--- src/rtl/uart_pkg.sv ---
// uart_pkg: shared types and parity helper for the UART receiver
package uart_pkg;
  typedef enum logic [1:0] {
    PAR_NONE = 2'd0,
    PAR_EVEN = 2'd1,
    PAR_ODD  = 2'd2
  } parity_e;
  typedef enum logic [2:0] {
    ST_IDLE      = 3'd0,
    ST_START     = 3'd1,
    ST_DATA      = 3'd2,
    ST_PARITY    = 3'd3,
    ST_STOP      = 3'd4,
    ST_WAIT_IDLE = 3'd5
  } state_e;
  localparam int MAX_DATA_BITS = 9;
  // Data is zero-extended by the caller, so unused upper bits do not affect the XOR.
  function automatic logic par_mismatch(input logic [MAX_DATA_BITS-1:0] data, input logic pbit,
                                        input parity_e mode);
    return mode == PAR_ODD ? ~(^data ^ pbit) : mode == PAR_EVEN ? (^data ^ pbit) : 1'b0;
  endfunction
endpackage

--- src/rtl/rx_fifo.sv ---
// rx_fifo: synchronous first-word-fall-through FIFO with occupancy count
module rx_fifo #(
  parameter int WIDTH = 8,
  parameter int DEPTH = 4
) (
  input  logic                     clk,
  input  logic                     rst,
  input  logic                     push,
  input  logic [WIDTH-1:0]         wr_data,
  input  logic                     pop,
  output logic [WIDTH-1:0]         rd_data,
  output logic                     full,
  output logic                     empty,
  output logic [$clog2(DEPTH):0]   count
);
  localparam int AW = $clog2(DEPTH);
  logic [WIDTH-1:0] mem [DEPTH];
  logic [AW:0] wr_ptr, rd_ptr;
  logic push_ok, pop_ok;
  // Pointers carry one extra wrap bit so full and empty differ.
  assign count   = wr_ptr - rd_ptr;
  assign empty   = count == '0;
  assign full    = count == (AW+1)'(DEPTH);
  assign pop_ok  = pop & ~empty;
  assign push_ok = push & (~full | pop_ok);
  assign rd_data = empty ? '0 : mem[rd_ptr[AW-1:0]];
  always_ff @(posedge clk) begin
    if (rst) begin
      wr_ptr <= '0;
      rd_ptr <= '0;
    end else begin
      if (push_ok) wr_ptr <= wr_ptr + 1'b1;
      if (pop_ok) rd_ptr <= rd_ptr + 1'b1;
    end
  end
  always_ff @(posedge clk) begin
    if (push_ok) mem[wr_ptr[AW-1:0]] <= wr_data;
  end
endmodule

--- src/rtl/uart_rx.sv ---
// uart_rx: parametrised UART receiver with input sync, sticky error flags and FWFT RX FIFO
module uart_rx
  import uart_pkg::*;
#(
  parameter int DATA_BITS  = 8,
  parameter int CLK_DIV    = 10,
  parameter int PARITY     = 0,
  parameter int STOP_BITS  = 1,
  parameter int FIFO_DEPTH = 4
) (
  input  logic                          clk,
  input  logic                          rst,
  input  logic                          uart_in,
  output logic [DATA_BITS-1:0]          rx_data,
  output logic                          rx_valid,
  input  logic                          rx_ready,
  output logic                          read_int,
  output logic [$clog2(FIFO_DEPTH):0]   fifo_count,
  output logic                          frame_err,
  output logic                          parity_err,
  output logic                          overrun,
  input  logic                          clear_err
);
  localparam int DW = $clog2(CLK_DIV);
  localparam parity_e PMODE = parity_e'(2'(PARITY));
  logic s1, rxs;
  state_e state;
  logic [DW-1:0] cnt;
  logic [3:0] bit_cnt;
  logic [1:0] stop_cnt;
  logic [DATA_BITS-1:0] sh;
  logic tick, last_stop, stop_tick, par_bad;
  logic push, push_ok, full, empty, fe_set, pe_set;
  assign tick      = cnt == '0;
  assign last_stop = stop_cnt == 2'(STOP_BITS-1);
  assign stop_tick = state == ST_STOP && tick;
  assign push      = stop_tick && rxs && last_stop && !par_bad;
  assign fe_set    = stop_tick && !rxs;
  assign pe_set    = stop_tick && rxs && last_stop && par_bad;
  assign push_ok   = push & (~full | (rx_valid & rx_ready));
  assign read_int  = push_ok;
  assign rx_valid  = ~empty;
  always_ff @(posedge clk) begin
    if (rst) begin
      s1       <= 1'b1;
      rxs      <= 1'b1;
      state    <= ST_IDLE;
      cnt      <= '0;
      bit_cnt  <= '0;
      stop_cnt <= '0;
      sh       <= '0;
      par_bad  <= 1'b0;
    end else begin
      s1  <= uart_in;
      rxs <= s1;
      cnt <= tick ? DW'(CLK_DIV-1) : cnt - 1'b1;
      case (state)
        // Half-bit preload puts every later tick mid bit.
        ST_IDLE: if (!rxs) begin
          state <= ST_START;
          cnt   <= DW'(CLK_DIV/2);
        end
        ST_START: if (tick) begin
          state    <= rxs ? ST_IDLE : ST_DATA;
          bit_cnt  <= '0;
          stop_cnt <= '0;
          par_bad  <= 1'b0;
        end
        ST_DATA: if (tick) begin
          sh      <= {rxs, sh[DATA_BITS-1:1]};
          bit_cnt <= bit_cnt + 1'b1;
          if (bit_cnt == 4'(DATA_BITS-1)) state <= PARITY != 0 ? ST_PARITY : ST_STOP;
        end
        ST_PARITY: if (tick) begin
          par_bad <= par_mismatch(MAX_DATA_BITS'(sh), rxs, PMODE);
          state   <= ST_STOP;
        end
        ST_STOP: if (tick) begin
          stop_cnt <= stop_cnt + 1'b1;
          state    <= !rxs ? ST_WAIT_IDLE : last_stop ? ST_IDLE : ST_STOP;
        end
        // A held-low break must not look like a fresh start bit.
        ST_WAIT_IDLE: if (rxs) state <= ST_IDLE;
        default: state <= ST_IDLE;
      endcase
    end
  end
  always_ff @(posedge clk) begin
    if (rst) begin
      frame_err  <= 1'b0;
      parity_err <= 1'b0;
      overrun    <= 1'b0;
    end else begin
      frame_err  <= fe_set | (frame_err & ~clear_err);
      parity_err <= pe_set | (parity_err & ~clear_err);
      overrun    <= (push & ~push_ok) | (overrun & ~clear_err);
    end
  end
  rx_fifo #(.WIDTH(DATA_BITS), .DEPTH(FIFO_DEPTH)) u_fifo (
    .clk     (clk),
    .rst     (rst),
    .push    (push),
    .wr_data (sh),
    .pop     (rx_ready),
    .rd_data (rx_data),
    .full    (full),
    .empty   (empty),
    .count   (fifo_count)
  );
endmodule

--- config.mk ---
export PLATFORM = sky130hd
export DESIGN_NAME = uart_rx
export DESIGN_NICKNAME = d
export VERILOG_FILES = /design/src/rtl/uart_pkg.sv /design/src/rtl/rx_fifo.sv /design/src/rtl/uart_rx.sv
export SDC_FILE = /design/constraint.sdc
export NUM_CORES = 1
export LEC_CHECK = 0
export ABC_AREA = 1
export CORE_AREA = 2 2 126 67
export DETAILED_ROUTE_END_ITERATION = 12
export DIE_AREA = 0 0 128 69
export PLACE_DENSITY_LB_ADDON = 0.3
export SYNTH_ARGS = -nofsm -noshare
export SYNTH_HDL_FRONTEND = slang
export SYNTH_SLANG_ARGS = --single-unit
--- constraint.sdc ---
create_clock -name clk -period 2.47 [get_ports clk]
set_input_delay 0.247 -clock clk [delete_from_list [all_inputs] [get_ports clk]]
set_output_delay 0.247 -clock clk [all_outputs]
set_load 0.01 [all_outputs]
---- Yosys cells after proc, flatten, opt, wreduce, memory -nomap -nowiden ----
Memories as Yosys holds them, arrays and structs flattened. A register that Yosys moved wholly into a read port is not among the register bits.
Index checks and enable logic that the tools add are counted.
word-level totals
  bits in registers ....................... 32
  bits in latches ......................... 0
  bits in writable memories ............... 32
  ROM bits ................................ 0
  input bits .............................. 5
  memories ................................ 1
cells by class
  add/subtract/negate cells ............... 6
  multipliers ............................. 0
  div/mod/pow operators ................... 0
  magnitude comparators ................... 0
  eq/ne operators ......................... 14
  shift-type cells ........................ 0
  multiplexer cells ....................... 25
  bitwise logic cells ..................... 13
  reduce and logical (&&, ||, !) cells .... 15
memory list
  name        words  width  rd ports  clocked after memory_dff  write ports  line           RTL
  u_fifo.mem  4      8      1         1                         1            rx_fifo.sv:17  logic [WIDTH-1:0] mem [DEPTH];
operators with widths
  kind                   number
  $mux W3                9
  $mux W4                5
  $pmux W3 S6            1
  $ne A2 B2 Y1 const B   7
  $mux W2                5
  $eq A3 B3 Y1 const B   3
  $mux W8                1
  $pmux W4 S2            1
  $reduce_and A7 Y1      1
  $add A3 B1 Y3 const B  2
  $and A1 B1 Y1          6
  $eq A3 B2 Y1 const B   2
  $logic_not A3 Y1       2
  $reduce_and A3 Y1      2
  $add A4 B1 Y4 const B  1
  $eq A4 B3 Y1 const B   1
  $logic_and A1 B1 Y1    4
  $logic_not A4 Y1       1
  $not A1 Y1             4
  $pmux W2 S2            1
  $reduce_bool A2 Y1     2
  $sub A4 B1 Y4 const B  1
  $eq A3 B1 Y1 const B   1
  $or A1 B1 Y1           3
  6 further kinds        7

---- Depth between registers and ports, before layout ----
  word-level depth ........................ 9
  gate-level depth with buffers ........... 10

---- By module ----
From an unflattened synthesis, not the netlist that was laid out.
unflattened totals
  cells, all modules ...................... 321
  area total of the unflattened synthesis .. 3,014.1 µm²
by module, submodules not included
  module   times used  cells an instance  area an instance (µm²)  sequential area each (µm²)
  rx_fifo  1           165                1,823.0                 1,121.1
  uart_rx  1           156                1,191.1                 520.5

---- Worst setup path after synthesis ----
No wires, ideal clock.
  path kind ............................... register -> register
  start point ............................. reg u_fifo.wr_ptr[0]
  end point ............................... mem u_fifo.mem[0][0] (enable)
  arrival ................................. 1,917 ps
  required time ........................... 2,099 ps
  path slack .............................. 182 ps
  stages on the path, launching flop included .. 9
  path buffers ............................ 0
  period minus slack after synthesis ...... 2,288 ps
  cell sequence ........................... dfxtp_1 > inv_1 > ha_1 > fa_1 > xnor2_1 > nand2_1 > nand3_1 > nand2_4 > nor2_1
on the way
  longest elaborated chain between the ends .. 8
  elaborated cells between the ends (all ways) .. 10
  those cells by class .................... add/sub: 1; eq/ne: 1; mux: 2; bitwise: 5; reduce/logical: 1
RTL lines
  element                        line           RTL
  start, declared                rx_fifo.sv:18  logic [AW:0] wr_ptr, rd_ptr;
  start signal, assigned         rx_fifo.sv:32  if (push_ok) wr_ptr <= wr_ptr + 1'b1;
  $sub A3 B3 Y3                  rx_fifo.sv:21  assign count = wr_ptr - rd_ptr;
  $logic_not A3 Y1               rx_fifo.sv:22  assign empty = count == '0;
  $not A1 Y1                     rx_fifo.sv:24  assign pop_ok = pop & ~empty;
  $and A1 B1 Y1                  rx_fifo.sv:24
  $or A1 B1 Y1                   rx_fifo.sv:25  assign push_ok = push & (~full | pop_ok);
  $and A1 B1 Y1                  rx_fifo.sv:25
  $mux W1                        rx_fifo.sv:37  if (push_ok) mem[wr_ptr[AW-1:0]] <= wr_data;
  $mux W1 (implied by the code)  rx_fifo.sv:37
  end, declared                  rx_fifo.sv:17
Parallel ways exist; a longest one is shown, timed or not.

---- Final worst setup path ----
  start point ............................. reg u_fifo.wr_ptr[0]
  end point ............................... out rx_data[3]
on the way
  longest elaborated chain between the ends .. 3
RTL lines
  element           line           RTL
  $sub A3 B3 Y3     rx_fifo.sv:21
  $logic_not A3 Y1  rx_fifo.sv:22
  $mux W8           rx_fifo.sv:26  assign rd_data = empty ? '0 : mem[rd_ptr[AW-1:0]];
  end, declared     uart_rx.sv:14  output logic [DATA_BITS-1:0] rx_data,
Every way passes these cells.

==> summary.txt <==
Power
  • VDD IR-drop max: 0.467 mV
  • PD cells: ~1200 mW/mm2
  • Leakage power figure: 0.00157 uW

Flow run
  • Maxcap violations: 0

Clock network
  • CTS Hold Buffers Added: 0
  • Max Buffers Root-to-Sink: 2
  • CTS clk-pin slew, worst paths: around 50 ps
  • CTS buffer count: 9
  • Clk root buf: clkbuf_16
  • Clock latency on the worst-skew pair: between 300 and 400 ps
  • CTS tree: yes
  • H-tree levels: 3
  • CTS sink cnt: 66

Floorplan
  • Initial Util: 0.389
  • Die area: 0.00883 mm2
  • Row Count: 23
  • # IOs: 21
  • Core footprint: ~0.0077 mm2
  • Die width: between 100 and 150 um
  • Die height: 69 um

Place
  • Global placer's final weighted congestion: 0.815
  • Hpwl dp: between 4 and 5 mm
  • Dpl ws: 69.0 ps
  • Placed inst area: 0.00336 mm2
  • Placed instance count: 450
  • Input/output buffers: 20

Global routing
  • Antenna violations before repair: 0
  • Vias in the first global route: 2065
  • Total gr overflow: 0
  • Largest net degree at the start of global routing: 18
  • First-pass GRT wire length: between 10 and 15 mm
  • Total GRT Usage: 0.158

Logic synthesis
  • Top_reg_cell synth: dfxtp_1
  • Register area share after synthesis: 0.547
  • Unique masters post-synth: 33
  • Mapped Nets: approximately 340
  • Avg Cell Area, Syn: about 9.1 um2
  • Synth Warn #: 0
  • Async set or reset register ratio after synthesis: 0
  • Mux contribution to synthesized area: 0
  • Synthesized area: 0.00300 mm2
  • Compound-gate portion of the synthesized area: 0.0976
  • Cells after Synth: 329
  • Adder-cell share of the synthesized area: 0.0442
  • Xor-xnor portion of the synthesized cell area: 0.0204
  • Post-synth EDFFs: 32
  • #FFs+latches synth: 66
  • Post-synthesis simple-gate area fraction: 0.221
  • Main combinational cell family by area after synthesis: simple AND/OR/NAND/NOR gates

Cells and area
  • Final #Nets: 382
  • Synthesis-to-layout area growth: 25.1%
  • Fraction of layout cells with a size suffix above 1: 0.194
  • Design area: ~0.0038 mm2
  • ANT cells: 0
  • Post-Layout Cell Count: around 470
  • Layout fillers: 717

Route
  • Drt wl/cell: 13.7 um
  • DR iter-0 viols: 179
  • TritonRoute pass-1 iters: 4
  • Final ANT Viol Nets: 0
  • DR vias: around 2.3k
  • Final WL: 6.45 mm
  • # DRC: 0
  • Vias/cell: 4.77

Worst setup path
  • RR Startpoint: u_fifo.wr_ptr[0]
  • Data arrival time of the critical path: 2140 ps
  • Startpoint Class: flip-flop
  • Crit path from: u_fifo.wr_ptr[0]
  • CP Max Fanout: 6
  • Critical path data required time: 2220 ps
  • Worst setup EP type: primary output
  • Setup Crit Path Kind: flip-flop to primary output

Timing
  • Final Hold Fails: 0
  • TNS Setup: 0 ps
  • Worst Tran Pin Value: approximately 580 ps
  • Max Fclk: 419 MHz
  • Tmin final: around 2400 ps
  • Final setup margin: slightly above 80 ps
  • Slew headroom: 0.616
  • Max Slew Vio Count: 0
  • Hold WS: 411 ps
  • Skew final: 5.15 ps
  • Setup violators final: 0
  • Final period utilization: 0.967

Outcome
  • Status: complete, no violations

Min path
  • Hold path start: s1
  • Worst Hold Class: flip-flop to flip-flop
==> report_power, final <==
group	internal [uW]	total [uW]	switching [uW]	leakage (uW)
combinational	861	1810	954	0.000834
sequential	1270	1440	169	0.000576
clock	974	1430	452	0.000164
total	3110	4680	1570	0.00157
==> synthesized netlist by cell type (all sizes together) (5+ instances only) <==
cell,number,share of area
buf,7,0.016
o32ai,8,0.023
nor2,71,0.10
o21ai,23,0.040
nand2,60,0.083
edfxtp,32,0.32
nand3,12,0.020
inv,37,0.046
dfxtp,34,0.23
xor2,5,0.015
ha,9,0.038
a21oi,13,0.024
==> registers in the layout, summed over array words and instances, names as in the netlist, 2 cells and up, named ones only <==
name / flops
u_fifo.mem: 32
sh: 8
bit_cnt: 4
cnt: 4
state: 3
u_fifo.rd_ptr: 3
u_fifo.wr_ptr: 3
stop_cnt: 2
==> critical path, cell delays in order, from the launching register on <==
cell	delay (ps)
dfxtp_2	330
inv_2	50
ha_4	150
fa_2	540
nand2_2	70
nand3b_1	160
buf_6	140
buf_12	130
nand2_1	60
inv_1	30
buf_2	120
==> stage by stage <==
step	utilization	power [uW]
after floorplan	-	2410
after global placement	0.435	3100
after detailed placement	0.435	3150
after CTS	0.484	4690
after global routing	0.487	4990
final	0.487	4680
==> worst paths after layout <==
path	endpoint	slack [ps]	depth (start not counted)
hold / removal	rxs	410	1
hold reg to reg	rxs	410	1
setup / recovery	rx_data[3]	80	10
setup reg to reg	flip-flop	340	12
==> what timing repair did <==
action                                  in CTS  in global routing
pin swaps                                    2                  2
cloned                                       1                  0
resized for setup                           42                  8
buffers inserted                             5                  0
endpoints found under the setup margin      11                 11
==> placed cells by master, fill, tap and decap left out, drive strengths merged, types with 2 or more instances in the layout <==
cell type	instances
nor2	71
nand2	60
inv	37
dfxtp	34
edfxtp	32
buf	25
o21ai	23
a21oi	13
nand3	12
clkbuf	9
clkdlybuf4s50	9
ha	9
o32ai	8
xor2	5
clkinv	5
nand3b	3
or2	3
bufinv	3
xnor2	2
a211oi	2
==> area by class of cell <==
class	instances	area (um2)	share of cell area
well taps	100	125	0.0333
flip-flops and latches	66	1650	0.438
repair buffers	37	325	0.0867
multi-input cells	215	1180	0.315
inverters	38	144	0.0383
clock inverters	7	108	0.0287
clock buffers	9	225	0.0600
==> cells by family after synthesis <==
| kind of cell | after synthesis |
|---|---|
| flip-flops | 66 |
| adder cells (fa/ha/maj) | 10 |
| AND/OR/NAND/NOR | 150 |
| AO/OA/AOI/OAI | 48 |
| XOR/XNOR | 7 |
| buffers and inverters | 48 |
==> layer usage <==
metal | GRT usage | vias up | wire length, um
li1 | - | 1155 | -
met1 | 0.223 | 1042 | 3400
met2 | 0.213 | 46 | 2610
met3 | 0.0660 | 8 | 375
met4 | 0.0623 | 0 | 72
met5 | 0 | - | 0
Note: power is estimated with default switching activity, not from simulation.
